--- config.mk ---
export PLATFORM = sky130hd
export DESIGN_NAME = pma_region_table
export DESIGN_NICKNAME = d
export VERILOG_FILES = /design/src/rtl/pma_pkg.sv /design/src/rtl/pma_match.sv /design/src/rtl/pma_region_table.sv
export SDC_FILE = /design/constraint.sdc
export NUM_CORES = 2
export LEC_CHECK = 0
export ABC_AREA = 1
export BUFFER_PORTS_ARGS = -buffer_cell sky130_fd_sc_hd__buf_2
export CAP_MARGIN = 40
export CORE_ASPECT_RATIO = 0.9
export CORE_UTILIZATION = 32
export DETAILED_ROUTE_END_ITERATION = 8
export PLACE_DENSITY = 0.49
export SETUP_SLACK_MARGIN = 0.05
export SLEW_MARGIN = 10
export SYNTH_ARGS = -nofsm -noshare
export SYNTH_HDL_FRONTEND = slang
export SYNTH_SLANG_ARGS = --single-unit
--- constraint.sdc ---
create_clock -name clk_i -period 8.85 [get_ports clk_i]
set_clock_uncertainty 0.1 [all_clocks]
set_input_delay 2.655 -clock clk_i [delete_from_list [all_inputs] [get_ports clk_i]]
set_output_delay 2.655 -clock clk_i [all_outputs]
set_load 0.01 [all_outputs]
--- src/rtl/pma_pkg.sv ---
`default_nettype none
// +----------------------------------------------------------------------------+
// | Module   : pma_pkg                                                         |
// | Purpose  : Shared types and constants for the runtime PMA region table.    |
// | Revision : 1.0                                                             |
// +----------------------------------------------------------------------------+
package pma_pkg;

  localparam int unsigned PMA_PLEN = 56;

  typedef struct packed {
    logic nonidem;
    logic cached;
    logic exec;
  } pma_attr_t;

  // Field widths track PMA_PLEN; the table's PlenWidth defaults to the same value.
  typedef struct packed {
    logic [PMA_PLEN-1:0] base;
    logic [PMA_PLEN-1:0] length;
    logic                lock;
    pma_attr_t           attr;
  } pma_rule_t;

  typedef enum logic [1:0] {
    PMA_BASE   = 2'd0,
    PMA_LENGTH = 2'd1,
    PMA_ATTR   = 2'd2
  } pma_field_e;

  localparam pma_attr_t PMA_DEFAULT_ATTR = 3'b010;

endpackage
`default_nettype wire

--- src/rtl/pma_match.sv ---
`default_nettype none
// +----------------------------------------------------------------------------+
// | Module   : pma_match                                                       |
// | Purpose  : Combinational region match for one address with lowest-index    |
// |            priority encoding.                                              |
// | Revision : 1.0                                                             |
// +----------------------------------------------------------------------------+
module pma_match #(
  parameter int unsigned NrRules     = 8,
  parameter int unsigned PlenWidth   = 56,
  parameter logic [2:0]  DefaultAttr = 3'b010,
  localparam int unsigned IdxW       = (NrRules > 1) ? $clog2(NrRules) : 1
) (
  input  logic [PlenWidth-1:0] addr_i,
  input  logic [PlenWidth-1:0] base_i [NrRules],
  input  logic [PlenWidth-1:0] len_i  [NrRules],
  input  logic [2:0]           attr_i [NrRules],
  output logic                 hit_o,
  output logic [IdxW-1:0]      rule_o,
  output logic [2:0]           attr_o
);

  logic [NrRules-1:0] w_match;

  // End address is one bit wider so a region reaching the top of space never wraps.
  for (genvar i = 0; i < NrRules; i++) begin : g_rule
    logic [PlenWidth:0] w_end;
    assign w_end      = {1'b0, base_i[i]} + {1'b0, len_i[i]};
    assign w_match[i] = (len_i[i] != '0) && (addr_i >= base_i[i]) &&
                        ({1'b0, addr_i} < w_end);
  end

  always_comb begin
    hit_o  = 1'b0;
    rule_o = '0;
    attr_o = DefaultAttr;
    for (int i = NrRules - 1; i >= 0; i--) begin
      if (w_match[i]) begin
        hit_o  = 1'b1;
        rule_o = IdxW'(i);
        attr_o = attr_i[i];
      end
    end
  end

endmodule
`default_nettype wire

--- src/rtl/pma_region_table.sv ---
`default_nettype none
// +----------------------------------------------------------------------------+
// | Module   : pma_region_table                                                |
// | Purpose  : Runtime-programmable PMA table with a config port and NrPorts   |
// |            single-stage lookup channels.                                   |
// | Revision : 1.0                                                             |
// +----------------------------------------------------------------------------+
module pma_region_table
  import pma_pkg::*;
#(
  parameter int unsigned                  NrRules     = 8,
  parameter int unsigned                  NrPorts     = 2,
  parameter int unsigned                  PlenWidth   = PMA_PLEN,
  parameter logic [NrRules*PlenWidth-1:0] RstBase     = '0,
  parameter logic [NrRules*PlenWidth-1:0] RstLength   = '0,
  parameter logic [NrRules*4-1:0]         RstAttr     = '0,
  parameter logic [2:0]                   DefaultAttr = PMA_DEFAULT_ATTR,
  localparam int unsigned                 IdxW        = (NrRules > 1) ? $clog2(NrRules) : 1
) (
  input  logic                         clk_i,
  input  logic                         rst_i,
  input  logic                         cfg_req_i,
  input  logic                         cfg_we_i,
  input  logic [IdxW-1:0]              cfg_idx_i,
  input  logic [1:0]                   cfg_field_i,
  input  logic [PlenWidth-1:0]         cfg_wdata_i,
  output logic                         cfg_rvalid_o,
  output logic [PlenWidth-1:0]         cfg_rdata_o,
  output logic                         cfg_err_o,
  input  logic [NrPorts-1:0]           lkp_valid_i,
  input  logic [NrPorts*PlenWidth-1:0] lkp_addr_i,
  output logic [NrPorts-1:0]           lkp_valid_o,
  output logic [NrPorts*3-1:0]         lkp_attr_o,
  output logic [NrPorts-1:0]           lkp_hit_o,
  output logic [NrPorts*IdxW-1:0]      lkp_rule_o
);

  localparam logic [IdxW:0] C_NR_RULES = (IdxW+1)'(NrRules);

  pma_rule_t             r_rules [NrRules];
  logic [PlenWidth-1:0]  w_base  [NrRules];
  logic [PlenWidth-1:0]  w_len   [NrRules];
  logic [2:0]            w_attr  [NrRules];

  pma_field_e            w_field;
  pma_rule_t             w_sel;
  logic                  w_idx_ok;
  logic                  w_field_ok;
  logic                  w_cfg_err;
  logic                  w_wr_en;
  logic [PlenWidth-1:0]  w_rd_val;

  logic                  r_cfg_rvalid;
  logic                  r_cfg_err;
  logic [PlenWidth-1:0]  r_cfg_rdata;

  assign w_field    = pma_field_e'(cfg_field_i);
  assign w_idx_ok   = ({1'b0, cfg_idx_i} < C_NR_RULES);
  assign w_field_ok = (cfg_field_i != 2'd3);
  assign w_sel      = w_idx_ok ? r_rules[cfg_idx_i] : '0;
  // A locked rule refuses every write, including one that would clear the lock.
  assign w_cfg_err  = !w_idx_ok || !w_field_ok || (cfg_we_i && w_sel.lock);
  assign w_wr_en    = cfg_req_i && cfg_we_i && !w_cfg_err;

  always_comb begin
    w_rd_val = '0;
    case (w_field)
      PMA_BASE:   w_rd_val = w_sel.base;
      PMA_LENGTH: w_rd_val = w_sel.length;
      PMA_ATTR:   w_rd_val = PlenWidth'({w_sel.lock, w_sel.attr});
      default:    w_rd_val = '0;
    endcase
  end

  always_ff @(posedge clk_i) begin
    if (rst_i) begin
      for (int i = 0; i < NrRules; i++) begin
        r_rules[i].base   <= RstBase[i*PlenWidth +: PlenWidth];
        r_rules[i].length <= RstLength[i*PlenWidth +: PlenWidth];
        r_rules[i].lock   <= RstAttr[i*4 + 3];
        r_rules[i].attr   <= pma_attr_t'(RstAttr[i*4 +: 3]);
      end
    end else if (w_wr_en) begin
      case (w_field)
        PMA_BASE:   r_rules[cfg_idx_i].base   <= cfg_wdata_i;
        PMA_LENGTH: r_rules[cfg_idx_i].length <= cfg_wdata_i;
        PMA_ATTR: begin
          r_rules[cfg_idx_i].lock <= cfg_wdata_i[3];
          r_rules[cfg_idx_i].attr <= pma_attr_t'(cfg_wdata_i[2:0]);
        end
        default: ;
      endcase
    end
  end

  always_ff @(posedge clk_i) begin
    if (rst_i) begin
      r_cfg_rvalid <= 1'b0;
      r_cfg_err    <= 1'b0;
      r_cfg_rdata  <= '0;
    end else begin
      r_cfg_rvalid <= cfg_req_i;
      r_cfg_err    <= cfg_req_i && w_cfg_err;
      r_cfg_rdata  <= (cfg_req_i && !cfg_we_i && !w_cfg_err) ? w_rd_val : '0;
    end
  end

  assign cfg_rvalid_o = r_cfg_rvalid;
  assign cfg_err_o    = r_cfg_err;
  assign cfg_rdata_o  = r_cfg_rdata;

  for (genvar i = 0; i < NrRules; i++) begin : g_rule
    assign w_base[i] = r_rules[i].base;
    assign w_len[i]  = r_rules[i].length;
    assign w_attr[i] = r_rules[i].attr;
  end

  for (genvar p = 0; p < NrPorts; p++) begin : g_port
    logic            w_hit;
    logic [IdxW-1:0] w_rule;
    logic [2:0]      w_pattr;
    logic            r_valid;
    logic            r_hit;
    logic [IdxW-1:0] r_rule;
    logic [2:0]      r_attr;

    pma_match #(
      .NrRules     (NrRules),
      .PlenWidth   (PlenWidth),
      .DefaultAttr (DefaultAttr)
    ) u_match (
      .addr_i (lkp_addr_i[p*PlenWidth +: PlenWidth]),
      .base_i (w_base),
      .len_i  (w_len),
      .attr_i (w_attr),
      .hit_o  (w_hit),
      .rule_o (w_rule),
      .attr_o (w_pattr)
    );

    // Result fields hold across idle cycles; only the strobe tracks the input every cycle.
    always_ff @(posedge clk_i) begin
      if (rst_i) begin
        r_valid <= 1'b0;
        r_hit   <= 1'b0;
        r_rule  <= '0;
        r_attr  <= '0;
      end else begin
        r_valid <= lkp_valid_i[p];
        if (lkp_valid_i[p]) begin
          r_hit  <= w_hit;
          r_rule <= w_rule;
          r_attr <= w_pattr;
        end
      end
    end

    assign lkp_valid_o[p]              = r_valid;
    assign lkp_hit_o[p]                = r_hit;
    assign lkp_rule_o[p*IdxW +: IdxW]  = r_rule;
    assign lkp_attr_o[p*3 +: 3]        = r_attr;
  end

endmodule
`default_nettype wire

==> results.yml <==
pwr:
  p_sw_share_pct: 37.2
  p_sw_w: 0.00634
  irDropWorstVdd_uv: 132
  combPwrFrac_pct: 30.9
  pwr-share-seq_pct: 32.9
  power_frac_clock_pct: 36.2
  p_int_w: 0.0107
  leakage_nw: 54.0
  p_per_area_mw_per_mm2: 142
sta:
  finalCriticalPeriod_ns: 7.26
  rsz0062_at_grt: "false"
  max_freq_mhz: 138
  slew_headroom_pct: 27.4
  final.setup.worst_slack_ns: 1.59
  finalMaxSlewViolations: 0
  setup_violations: 0
  hold_viol: 0
  tightest_slew_ns: 1.09
  tns_ns: 0
  finalCritPeriodShare_pct: 82.1
clock_tree:
  cts_resized: 0
  cts_tree: "done"
  clkSlewWorstSetupHoldPaths_ns: 0.06
  ctsRootBufferMaster: "clkbuf_16"
  htreeDepth: 4
  cts_inserted_buffers: 143
  clockBufferDepth: 4
  insertion_delay_ns: 0.87
  cts.sinks: 1002
  ctsHoldBuffers: 0
  cts_setup_buffers: 0
critical_path:
  r2r_cells: 41
  slowest_stage: "nor3_1"
  crit_buf_inv: 3
  r2r-start: "r_rules[4][60]$_SDFFCE_PN0P_"
  path_max_fanout: 10
  critical_path_arrival_ns: 7.92
  r2r-end: "g_port[1].r_attr[2]$_SDFFE_PP0P_"
  critPathKind: "in -> reg"
  cp.depth: 20
  end_kind: "flop"
  cp-endpoint: "g_port[1].r_attr[2]$_SDFFE_PP0P_"
  cp-start-kind: "primary input"
  slowest_delay_ns: 0.76
  cp_common_cell: "nand2_1"
  crit_chain: "buf_2 > buf_4 > ha_1 > nand4_1 > nor3_1 > nand4_1 > nor3_1 > nand3_1 > nor3b_2 > a221oi_1 > o2111a_1 > nor2_1 > nand3_2 > nand2_1 > inv_1 > nand2_1 > nand2_1 > nand2_1 > nand2_1 > a21oi_1"
  critPathRequiredTime_ns: 9.51
  path_delay_family: "simple AND/OR/NAND/NOR gates"
  r2r_slack_ns: 1.76
  critPathLaunch: "lkp_addr_i[111]"
route:
  routed-via-count: 106000
  viasPerCell: 5.92
  drcViolationCount: 5
  drt_pass1_iterations: 9
  ant_nets: 0
  drtIter0Drc: 14800
  wl_per_cell_um: 32.4
  drt_wl_total_um: 581000
status:
  outcome: "finished with violations"
  violations: "design-rule violations"
synthesis:
  yosys.cell_count.top_type: "ha_1"
  syn-instance-count: 13000
  netlist_top_cells_count: "ha_1 (2216), nand2_1 (1972), nor2_1 (1646)"
  syn_area_mm2: 0.106
  synthTopCellsByArea: "edfxtp_1 (26%), ha_1 (26%), nand2_1 (7.0%)"
  synth.distinct_cells: 91
  yosysTopAreaCellShare_pct: 26.4
  postSynthAreaPerCell_um2: 8.11
  ys_seq_area_share_pct: 27.8
  async_flop_share_pct: 0
  yosysTopAreaCell: "edfxtp_1"
  synth_warnings: 0
  synth_fp_nets: 15400
  synth-seq-cells: 1002
  synthFlopType: "edfxtp_1"
  synth_edf_count: 928
finish:
  stdcell_count: 17900
  final_util_pct: 36.6
  drive_gt1_share_pct: 8.17
  fin_area_mm2: 0.120
  fin_nets: 15900
  syn_to_final_growth_pct: 13.5
global_route:
  grt_max_degree: 65
  grt_pass1_vias: 99300
  antenna_found_initial: 29
  grt_pass1_wl_um: 781000
  grt_use_total_pct: 33.6
  overflow: 0
worst_hold_path:
  whs_path_depth: 2
  hold_class: "reg -> reg"
die:
  ioPinCount: 253
  start_util_pct: 32.3
  coreArea_mm2: 0.327
  dieWidth_um: 608
  die-height_um: 547
  dieArea_mm2: 0.332
  num_rows: 199
flow_run:
  max_cap_violations: 0
placement:
  io_buffers: 252
  place_congestion: 1.04
  dp.cells: 17600
  place_area_mm2: 0.115
  dpl_worst_slack_ns: 0.771
  hpwlAfterDp_um: 487000
-- kinds of logic after synthesis --
group / synth area share, %
xor+xnor: 3.54
flops: 27.8
compound gates: 17.6
simple gates: 18.6
fa+ha+maj: 26.4
buf+inv: 6.12
-- power by group through the flow --
stage          registers (W)  logic [W]  clock network (W)
6_report             0.00560    0.00528            0.00618
5_1_grt              0.00560    0.00572            0.00636
4_1_cts              0.00558    0.00512            0.00619
3_5_place_dp         0.00568    0.00510                  0
3_3_place_gp         0.00568    0.00501                  0
2_1_floorplan        0.00553    0.00304                  0
-- how the worst min path moves through the flow --
stage,from,endpoint
floorplan,g_port[1].r_hit$_SDFFE_PP0P_,g_port[1].r_hit$_SDFFE_PP0P_
CTS,g_port[0].r_rule[2]$_SDFFE_PP0P_,g_port[0].r_rule[2]$_SDFFE_PP0P_
global route,g_port[1].r_rule[0]$_SDFFE_PP0P_,g_port[1].r_rule[0]$_SDFFE_PP0P_
global placement,g_port[0].r_rule[2]$_SDFFE_PP0P_,g_port[0].r_rule[2]$_SDFFE_PP0P_
finish,g_port[0].r_rule[1]$_SDFFE_PP0P_,g_port[0].r_rule[1]$_SDFFE_PP0P_
detailed placement,g_port[1].r_rule[0]$_SDFFE_PP0P_,g_port[1].r_rule[0]$_SDFFE_PP0P_
-- through the flow --
stage	power (W)	hold slack, ns
after floorplan	0.00857	0.350
after global placement	0.0107	0.417
after detailed placement	0.0108	0.412
after CTS	0.0169	0.426
after global routing	0.0177	0.436
final	0.0171	0.407
-- state kept, by name (all words and copies together) (netlist names) --
name / flops
r_rules: 928
cfg_rdata_o: 56
g_port.r_attr: 6
g_port.r_rule: 6
g_port.r_hit: 2
g_port.r_valid: 2
cfg_err_o: 1
cfg_rvalid_o: 1
-- metal layers --
metal  up-vias  wire length (um)  GRT usage, %
li1      47500                 -             -
met1     51700            249000          47.1
met2      6060            228000          47.1
met3       779             74000          9.74
met4         8             29900          15.0
met5         -               156         0.255
-- area by class of cell --
cell class / count / area (um2)
repair buffers: 584 / 4870
clock buffers: 177 / 3890
fillers: 34200 / 208000
well taps: 4321 / 5410
multi-input cells: 10300 / 70100
flip-flops and latches: 1002 / 29300
clock inverters: 68 / 876
inverters: 1429 / 5370
diodes: 22 / 55.1
-- worst reg2reg max path, delay by kind of cell (launching register included) --
kind	cells	cell delay [ns]
simple gates	25	3.26
compound gates	9	1.39
fa+ha+maj	3	0.98
flops	1	0.51
buf+inv	3	0.49
xor+xnor	1	0.27
-- cells in the final DEF, fill, tap and decap left out, drive strengths merged, types with 22 or more instances in the layout --
cell / netlist / layout
inv: 1427 / 1435
nand2: 2005 / 2005
nor2: 1656 / 1656
a211oi: 94 / 94
a221oi: 58 / 58
o221ai: 68 / 68
ha: 2216 / 2216
edfxtp: 928 / 928
o21ai: 576 / 576
buf: 90 / 580
o21bai: 40 / 40
o22ai: 189 / 189
a21oi: 1384 / 1384
o211ai: 77 / 77
nand3b: 22 / 22
o31ai: 37 / 37
nand4: 302 / 302
xnor2: 232 / 232
clkbuf: 191 / 178
a22oi: 33 / 33
o41ai: 57 / 57
a21boi: 34 / 34
diode: 0 / 22
clkinv: 2 / 34
a21o: 70 / 70
o21a: 53 / 53
dfxtp: 74 / 74
nor4: 133 / 133
a31oi: 128 / 128
o2111ai: 40 / 40
xor2: 195 / 195
nor3: 164 / 164
nand3: 325 / 325
No activity file was read; power rests on OpenSTA's default activity.
